==> src/rtl/sampler_pkg.sv <==
// Shared types and constants for the constraint rejection sampler.
// Holds the FSM state type, the LFSR feedback mask and the operand field layout.
package sampler_pkg;

    typedef enum logic [1:0] {
        StIdle,
        StSearch,
        StHold
    } smp_state_t;

    // Right-shifting Galois mask for x^64+x^63+x^61+x^60+1
    localparam logic [63:0] LFSR_TAPS = 64'hD800_0000_0000_0000;

    localparam int unsigned NUM_VARS = 5;
    localparam int unsigned VAR_W   [0:4] = '{13, 13, 14, 14, 8};
    localparam int unsigned VAR_OFS [0:4] = '{0, 13, 26, 40, 54};
    localparam int unsigned CAND_W  = 62;

endpackage

==> src/rtl/galois_lfsr64.sv <==
// 64-bit Galois LFSR with synchronous reset to SEED, parallel load and step enable.
// Load takes priority over stepping; zero-seed handling is done by the parent.
module galois_lfsr64
    import sampler_pkg::*;
#(
    parameter logic [63:0] SEED = 64'h9E37_79B9_7F4A_7C15
) (
    input  logic        clk,
    input  logic        rst_n,
    input  logic        en,
    input  logic        load,
    input  logic [63:0] load_val,
    output logic [63:0] q
);

    logic [63:0] lfsr_q;
    logic [63:0] lfsr_d;

    always_comb begin
        lfsr_d = lfsr_q;
        if (load) begin
            lfsr_d = load_val;
        end else if (en) begin
            lfsr_d = {1'b0, lfsr_q[63:1]} ^ (lfsr_q[0] ? LFSR_TAPS : 64'd0);
        end
    end

    always_ff @(posedge clk) begin
        if (!rst_n) begin
            lfsr_q <= SEED;
        end else begin
            lfsr_q <= lfsr_d;
        end
    end

    assign q = lfsr_q;

endmodule

==> src/rtl/constraint_rejection_sampler.sv <==
// Rejection sampler: an LFSR proposes candidate operand vectors, satisfying ones
// are captured and streamed out over valid/ready until the run is done or times out.
module constraint_rejection_sampler
    import sampler_pkg::*;
#(
    parameter logic [63:0] SEED      = 64'h9E37_79B9_7F4A_7C15,
    parameter int unsigned MAX_TRIES = 1024,
    parameter int unsigned CNT_W     = 16
) (
    input  logic             clk,
    input  logic             rst_n,
    input  logic             start,
    input  logic [CNT_W-1:0] num_samples,
    input  logic             seed_load,
    input  logic [63:0]      seed_in,
    output logic [12:0]      cand_var_0,
    output logic [12:0]      cand_var_1,
    output logic [13:0]      cand_var_2,
    output logic [13:0]      cand_var_3,
    output logic [7:0]       cand_var_4,
    input  logic             sat_in,
    output logic             sample_valid,
    input  logic             sample_ready,
    output logic [12:0]      sample_var_0,
    output logic [12:0]      sample_var_1,
    output logic [13:0]      sample_var_2,
    output logic [13:0]      sample_var_3,
    output logic [7:0]       sample_var_4,
    output logic             busy,
    output logic             timeout,
    output logic [CNT_W-1:0] try_count,
    output logic [CNT_W-1:0] samples_left
);

    localparam logic [CNT_W-1:0] TRY_LAST = CNT_W'(MAX_TRIES - 1);

    smp_state_t        state_q, state_d;
    logic [CNT_W-1:0]  samples_left_q, samples_left_d;
    logic [CNT_W-1:0]  try_count_q, try_count_d;
    logic              timeout_q, timeout_d;
    logic [CAND_W-1:0] sample_q, sample_d;

    logic        lfsr_en;
    logic        lfsr_load;
    logic [63:0] lfsr_load_val;
    logic [63:0] lfsr_q;
    logic [CAND_W-1:0] cand;
    logic        unused_lfsr_hi;

    galois_lfsr64 #(
        .SEED(SEED)
    ) u_lfsr (
        .clk      (clk),
        .rst_n    (rst_n),
        .en       (lfsr_en),
        .load     (lfsr_load),
        .load_val (lfsr_load_val),
        .q        (lfsr_q)
    );

    assign lfsr_load_val  = (seed_in == 64'd0) ? SEED : seed_in;
    assign cand           = lfsr_q[CAND_W-1:0];
    assign unused_lfsr_hi = ^lfsr_q[63:CAND_W];

    always_comb begin
        state_d        = state_q;
        samples_left_d = samples_left_q;
        try_count_d    = try_count_q;
        timeout_d      = timeout_q;
        sample_d       = sample_q;
        lfsr_en        = 1'b0;
        lfsr_load      = 1'b0;

        unique case (state_q)
            StIdle: begin
                // A seed load in the same cycle as start suppresses the start
                if (seed_load) begin
                    lfsr_load = 1'b1;
                end else if (start) begin
                    samples_left_d = (num_samples == '0) ? CNT_W'(1) : num_samples;
                    try_count_d    = '0;
                    timeout_d      = 1'b0;
                    state_d        = StSearch;
                end
            end
            StSearch: begin
                lfsr_en = 1'b1;
                if (sat_in) begin
                    sample_d = cand;
                    state_d  = StHold;
                end else if (try_count_q == TRY_LAST) begin
                    timeout_d      = 1'b1;
                    samples_left_d = '0;
                    state_d        = StIdle;
                end else begin
                    try_count_d = try_count_q + CNT_W'(1);
                end
            end
            StHold: begin
                if (sample_ready) begin
                    samples_left_d = samples_left_q - CNT_W'(1);
                    try_count_d    = '0;
                    state_d        = (samples_left_q == CNT_W'(1)) ? StIdle : StSearch;
                end
            end
            default: state_d = StIdle;
        endcase
    end

    always_ff @(posedge clk) begin
        if (!rst_n) begin
            state_q        <= StIdle;
            samples_left_q <= '0;
            try_count_q    <= '0;
            timeout_q      <= 1'b0;
            sample_q       <= '0;
        end else begin
            state_q        <= state_d;
            samples_left_q <= samples_left_d;
            try_count_q    <= try_count_d;
            timeout_q      <= timeout_d;
            sample_q       <= sample_d;
        end
    end

    assign cand_var_0 = cand[VAR_OFS[0] +: VAR_W[0]];
    assign cand_var_1 = cand[VAR_OFS[1] +: VAR_W[1]];
    assign cand_var_2 = cand[VAR_OFS[2] +: VAR_W[2]];
    assign cand_var_3 = cand[VAR_OFS[3] +: VAR_W[3]];
    assign cand_var_4 = cand[VAR_OFS[4] +: VAR_W[4]];

    assign sample_var_0 = sample_q[VAR_OFS[0] +: VAR_W[0]];
    assign sample_var_1 = sample_q[VAR_OFS[1] +: VAR_W[1]];
    assign sample_var_2 = sample_q[VAR_OFS[2] +: VAR_W[2]];
    assign sample_var_3 = sample_q[VAR_OFS[3] +: VAR_W[3]];
    assign sample_var_4 = sample_q[VAR_OFS[4] +: VAR_W[4]];

    assign sample_valid = (state_q == StHold);
    assign busy         = (state_q != StIdle);
    assign timeout      = timeout_q;
    assign try_count    = try_count_q;
    assign samples_left = samples_left_q;

endmodule
==> config.mk <==
export PLATFORM = sky130hd
export DESIGN_NAME = constraint_rejection_sampler
export DESIGN_NICKNAME = d
export VERILOG_FILES = /design/src/rtl/sampler_pkg.sv /design/src/rtl/galois_lfsr64.sv /design/src/rtl/constraint_rejection_sampler.sv
export SDC_FILE = /design/constraint.sdc
export NUM_CORES = 1
export LEC_CHECK = 0
export CAP_MARGIN = 40
export CORE_MARGIN = 5
export CORE_UTILIZATION = 43
export CTS_BUF_LIST = sky130_fd_sc_hd__clkbuf_8 sky130_fd_sc_hd__clkbuf_16
export DETAILED_ROUTE_END_ITERATION = 8
export PLACE_DENSITY = 0.85
export REMOVE_ABC_BUFFERS = 1
export SLEW_MARGIN = 10
export SYNTH_ARGS = -nofsm -noshare
export SYNTH_HDL_FRONTEND = slang
export SYNTH_HIERARCHICAL = 1
export SYNTH_SLANG_ARGS = --single-unit
export TNS_END_PERCENT = 10
==> constraint.sdc <==
create_clock -name clk -period 2.2 [get_ports clk]
set_input_delay 0.66 -clock clk [delete_from_list [all_inputs] [get_ports clk]]
set_output_delay 0.66 -clock clk [all_outputs]
set_load 0.05 [all_outputs]
==> After elaboration in Yosys (flattened, before gate mapping) <==
Index checks and enable logic that the tools add are counted.
W data, S select, Z words.
{ "totals": {"regBits": 161, "output_inout_bits": 159} }
{ "classes": {"add_sub_neg": 2, "n_eq_ne": 11, "n_mux": 32, "n_bitwise": 1, "n_reduce_logical": 12} }
{ "op_table": {"columns": ["operator", "n"], "rows": [
  ["$mux W64", 4],
  ["$mux W16", 11],
  ["$pmux W16 S3", 2],
  ["$logic_not A64 Y1", 1],
  ["$xor A63 B64 Y64", 1],
  ["$add A16 B1 Y16 const B", 1],
  ["$eq A16 B1 Y1 const B", 1],
  ["$eq A16 B10 Y1 const B", 1],
  ["$logic_not A16 Y1", 1],
  ["$sub A16 B1 Y16 const B", 1],
  ["$reduce_and A6 Y1", 2],
  ["$mux W2", 5],
  ["$ne A2 B2 Y1 const B", 5],
  ["$mux W1", 8],
  ["$pmux W2 S3", 1],
  ["$reduce_bool A2 Y1", 3],
  ["$reduce_and A5 Y1", 1],
  ["$reduce_and A4 Y1", 1],
  ["$ne A3 B3 Y1 const B", 1],
  ["$reduce_bool A3 Y1", 1],
  ["$eq A2 B1 Y1 const B", 1],
  ["$eq A2 B2 Y1 const B", 1],
  ["$logic_not A2 Y1", 1],
  ["$ne A2 B1 Y1 const B", 1],
  ["2 further kinds", 2]
]} }

==> Longest topological paths before layout <==
{ "depth": {"ltp_word": 5, "mapped_depth": 10, "mapped_depth_nobuf": 7} }

==> Cells and area by module <==
The synthesis kept the hierarchy.
{ "modules_own_cells": {"columns": ["mod", "n_inst", "cells_each", "area_each_um2", "seq_area_each_um2"], "rows": [
  ["constraint_rejection_sampler", 1, 629, 4802.1, 1941.9],
  ["galois_lfsr64", 1, 290, 3156.8, 1281.2]
]} }

==> Worst setup path after synthesis <==
OpenSTA, ideal clock, no wires.
{ "synth_path": {"kind": "register -> register", "from": "register state_q[0]", "to": "register try_count_q[4] (netlist: try_count[4])", "setup_ns": 0.116, "t_arrival_ns": 2.323, "setup_slack_ns": -0.240, "stages_incl_launch_ff": 8, "n_path_buf": 0, "synth_period_minus_slack_ns": 2.440, "path_cell_list": "dfxtp_1 -> inv_1 -> ha_1 -> nor2b_1 -> a2111o_4 -> a211oi_1 -> a211oi_1 -> a31o_2"} }
{ "synth_via": {"elab_chain_len": 3} }
{ "synth_rtl": {"columns": ["element", "line", "rtl"], "rows": [
  ["start, declared", "constraint_rejection_sampler.sv:37", "smp_state_t state_q, state_d;"],
  ["start signal, assigned", "constraint_rejection_sampler.sv:112", "state_q <= StIdle;"],
  ["start signal, assigned", "constraint_rejection_sampler.sv:118", "state_q <= state_d;"],
  ["$eq A2 B2 Y1 (*)", null, null],
  ["via sample_valid", "constraint_rejection_sampler.sv:22", "output logic sample_valid,"],
  ["$ne A2 B1 Y1 (no source line) / $reduce_bool A3 Y1 (equally long branches)", null, null],
  ["$reduce_and A6 Y1 (no source line)", null, null],
  ["end signal, assigned", "constraint_rejection_sampler.sv:120", "try_count_q <= try_count_d;"],
  ["end, declared", "constraint_rejection_sampler.sv:39", "logic [CNT_W-1:0] try_count_q, try_count_d;"]
]} }
The timed path passes the listed nets; every way through them passes the cells marked *.
A chain may end at the register's enable or synchronous reset.

==> Final worst setup path <==
{ "layout_path": {"from": "input port seed_load", "to": "register try_count_q[11] (netlist: try_count[11])"} }
{ "layout_via": {"elab_chain_len": 2} }
{ "layout_rtl": {"columns": ["element", "line", "rtl"], "rows": [
  ["start, declared", "constraint_rejection_sampler.sv:14", "input logic seed_load,"],
  ["$ne A2 B2 Y1 (no source line)", null, null],
  ["$reduce_and A6 Y1 (no source line)", null, null]
]} }
Every way passes these cells.

==> flow_summary.toml <==
[clock_tree]
clock_latency_ns = 0.42
cts_buffers = 17
root_buffer = "clkbuf_16"
path_clk_slew_ns = 0.07
cts_max_level = 4
clockBufferDepth = 2
cts.sinks = 161
cts_tree = "done"

[worst_setup_path]
start_kind = "primary input"
path_class = "in -> reg"
cp_slowest_stage_delay_ns = 0.50
critPathMaxFanout = 10
required_ns = 2.50
crit_chain = "clkdlybuf4s50_1, nand2b_4, a2111o_4, buf_6, a2111oi_4, xnor2_1, nor2_1"
cp.arrival_ns = 2.50
end_kind = "register"
slowest_stage = "a2111o_4"

[grt]
antenna_found_initial = 3
grtUsageMet3 = 0.06817
grt.overflow.total = 0
grt_busiest_layer = "met2"
grt_max_degree = 79
grtUsageMet2 = 0.4061
grt_pass1_wl_um = 41640
grt_usage = 0.2357
grt_pass1_vias = 7719
grtUsageMet1 = 0.2902

[synth]
synth_area_leaders = "dfxtp_1 (40%), a21oi_1 (7.4%), nand2_1 (6.6%), mux2i_1 (4.8%), and3b_1 (4.3%)"
syn_area_per_cell_um2 = 8.660
synth-seq-cells = 161
syn_inst = 919
synthTopCellsByCount = "dfxtp_1 (161), nand2_1 (141), a21oi_1 (117), clkbuf_1 (69), and3b_1 (39)"
synth_most_common_cell = "dfxtp_1"
yosysWarnings = 6
ys_types = 61
synth_top_area_frac = 0.4050
synth_flop_cell = "dfxtp_1"
seq_area_frac_synth = 0.4050
synth_edf_count = 0
ys_async_sr_fraction = 0
yosysTopAreaCell = "dfxtp_1"
netlist_area_um2 = 7959

[routing]
finalWirelength_um = 26050
vias = 7774
drc = 0
drt_first_iter_violations = 356
drt-vias-per-instance = 5.510
antenna_left = 0
wl_per_cell_um = 18.46
first_pass_iters = 5

[floorplan]
die-area_um2 = 21330
ioPinCount = 245
start_util = 0.4401
core_area_um2 = 18090
row_count = 49
fp.dieW_um = 146.0
die_h_um = 146.0

[placement]
io_buffer_count = 244
gp_congestion = 0.8970
placed_area_um2 = 10740
dpl.cell_count = 1372
dp_hpwl_um = 18210

[timing]
skew_ns = 0.01164
setup_tns_ns = 0
finalMaxSlewViolations = 0
post-route-period-util = 0.9998
setup-violations-final = 0
rsz0062_at_grt = "yes"
hold_ws_ns = 0.4509
hold_viol_final = 0
fmax_mhz = 454.6
period_minus_slack_ns = 2.200
worstMarginPinSlew_ns = 0.7529
maxSlewHeadroom = 0.4981

[finish]
drive_gt1_frac = 0.2892
final_cell_area_um2 = 11470
fillers = 1503
final_nets = 1259
final_core_util = 0.6341
area_growth_pct = 44.10
instances_no_fill = 1411

[flow_run]
cap_violations = 0

[min_path]
hold_path_class = "reg -> reg"

[power_and_ir_drop]
leakagePower_nw = 5.267
powerDensity_nw_per_um2 = 1015
max-vdd-ir-drop_uv = 570.6

[run_status]
status = "completed"
-- worst paths after layout --
kind	startpoint	slack [ns]	endpoint	cells after the start
worst max register to register	state_q[0]	0.07	try_count[11]	8
worst max-delay path	seed_load	0.0005	try_count[11]	7
worst min register to register	sample_q[56]	0.45	sample_q[56]	2
worst min-delay path	sample_q[56]	0.45	sample_q[56]	2
-- through the flow --
| step | setup WS [ns] | total power [W] |
|---|---|---|
| final | 0.0004978 | 0.01164 |
| after global placement | -0.7241 | 0.008730 |
| after CTS | 0.0003670 | 0.01164 |
| after detailed placement | -0.8680 | 0.008811 |
| after global routing | -0.07841 | 0.01219 |
| after floorplan | -3.341 | 0.006987 |
-- registers in the layout, indices dropped and copies added, names as in the netlist --
signal and flops:
samples_left 16, u_lfsr/q 64, sample_q 62, state_q 2
timeout 1, try_count 16
-- cells by family (layout without fill, tap and decap cells) --
| kind of cell | Yosys count | in the layout | share of synthesized area |
|---|---|---|---|
| and+or+nand+nor | 356 | 356 | 0.2382 |
| AOI/OAI and AO/OA | 205 | 205 | 0.1767 |
| DFF | 161 | 161 | 0.4050 |
| buffers and inverters | 112 | 372 | 0.06445 |
| muxes | 64 | 64 | 0.08929 |
| xor gates and xnor gates | 14 | 14 | 0.01541 |
| adders and majority gates | 7 | 7 | 0.01100 |
| other | 0 | 3 | 0 |
-- layer usage --
| layer | part of all wire | routed length (µm) | vias to the layer above |
|---|---|---|---|
| met3 | 0.086 | 2230 | 34 |
| met4 | 0.016 | 428 | 0 |
| met2 | 0.49 | 12760 | 301 |
| met1 | 0.41 | 10630 | 3721 |
| met5 | 0 | 0 | - |
| li1 | - | - | 3718 |
-- worst max-delay path: cells and delay by family --
kind                      cells  cell delay, ns
AOI/OAI and AO/OA             2            0.82
buffers and inverters         2            0.62
and+or+nand+nor               2            0.24
xor gates and xnor gates      1            0.16
-- final cells by class --
cell class                      instances  area [µm²]  share of cell area
Timing Repair Buffer                  324        2840              0.2477
Clock inverter                         15       143.9             0.01255
Tap cell                              229       286.5             0.02498
Multi-Input combinational cell        646        4481              0.3907
Sequential cell                       161        3224              0.2811
Inverter                               16       60.06            0.005237
Clock buffer                           17       425.4             0.03709
Antenna cell                            3       7.507           0.0006546
-- layout by cell type (no fill, tap or decap), drive strengths merged, types with 4 or more instances in the layout --
cell	count
buf	189
dfxtp	161
nand2	141
a21oi	117
dlygate4sd2	86
and3b	39
mux2i	38
or2	38
nor2	33
nor4	29
nand2b	27
mux2	26
o211a	25
inv	25
clkbuf	23
clkdlybuf4s50	21
o21ai	15
clkdlybuf4s15	13
nor3	9
nand3	9
dlymetal6s2s	9
xnor2	8
a211oi	7
ha	7
xor2	6
nand4	5
a2111oi	5
or3	5
a221oi	5
clkinv	5
nor2b	4
-- power by group --
| part | switching [W] | total, W | internal (W) |
|---|---|---|---|
| clock network | 0.00138 | 0.00289 | 0.00151 |
| logic | 0.00314 | 0.00500 | 0.00186 |
| registers | 0.000421 | 0.00375 | 0.00333 |
-- repair_timing --
action                                  4_1_cts  5_1_grt
gates cloned                                  2        0
buffers inserted                              4        1
hold buffers                                  0        0
resized for setup                           172       44
pin swaps                                    26       20
endpoints found under the setup margin      109       59
No activity file was read; power rests on OpenSTA's default activity.
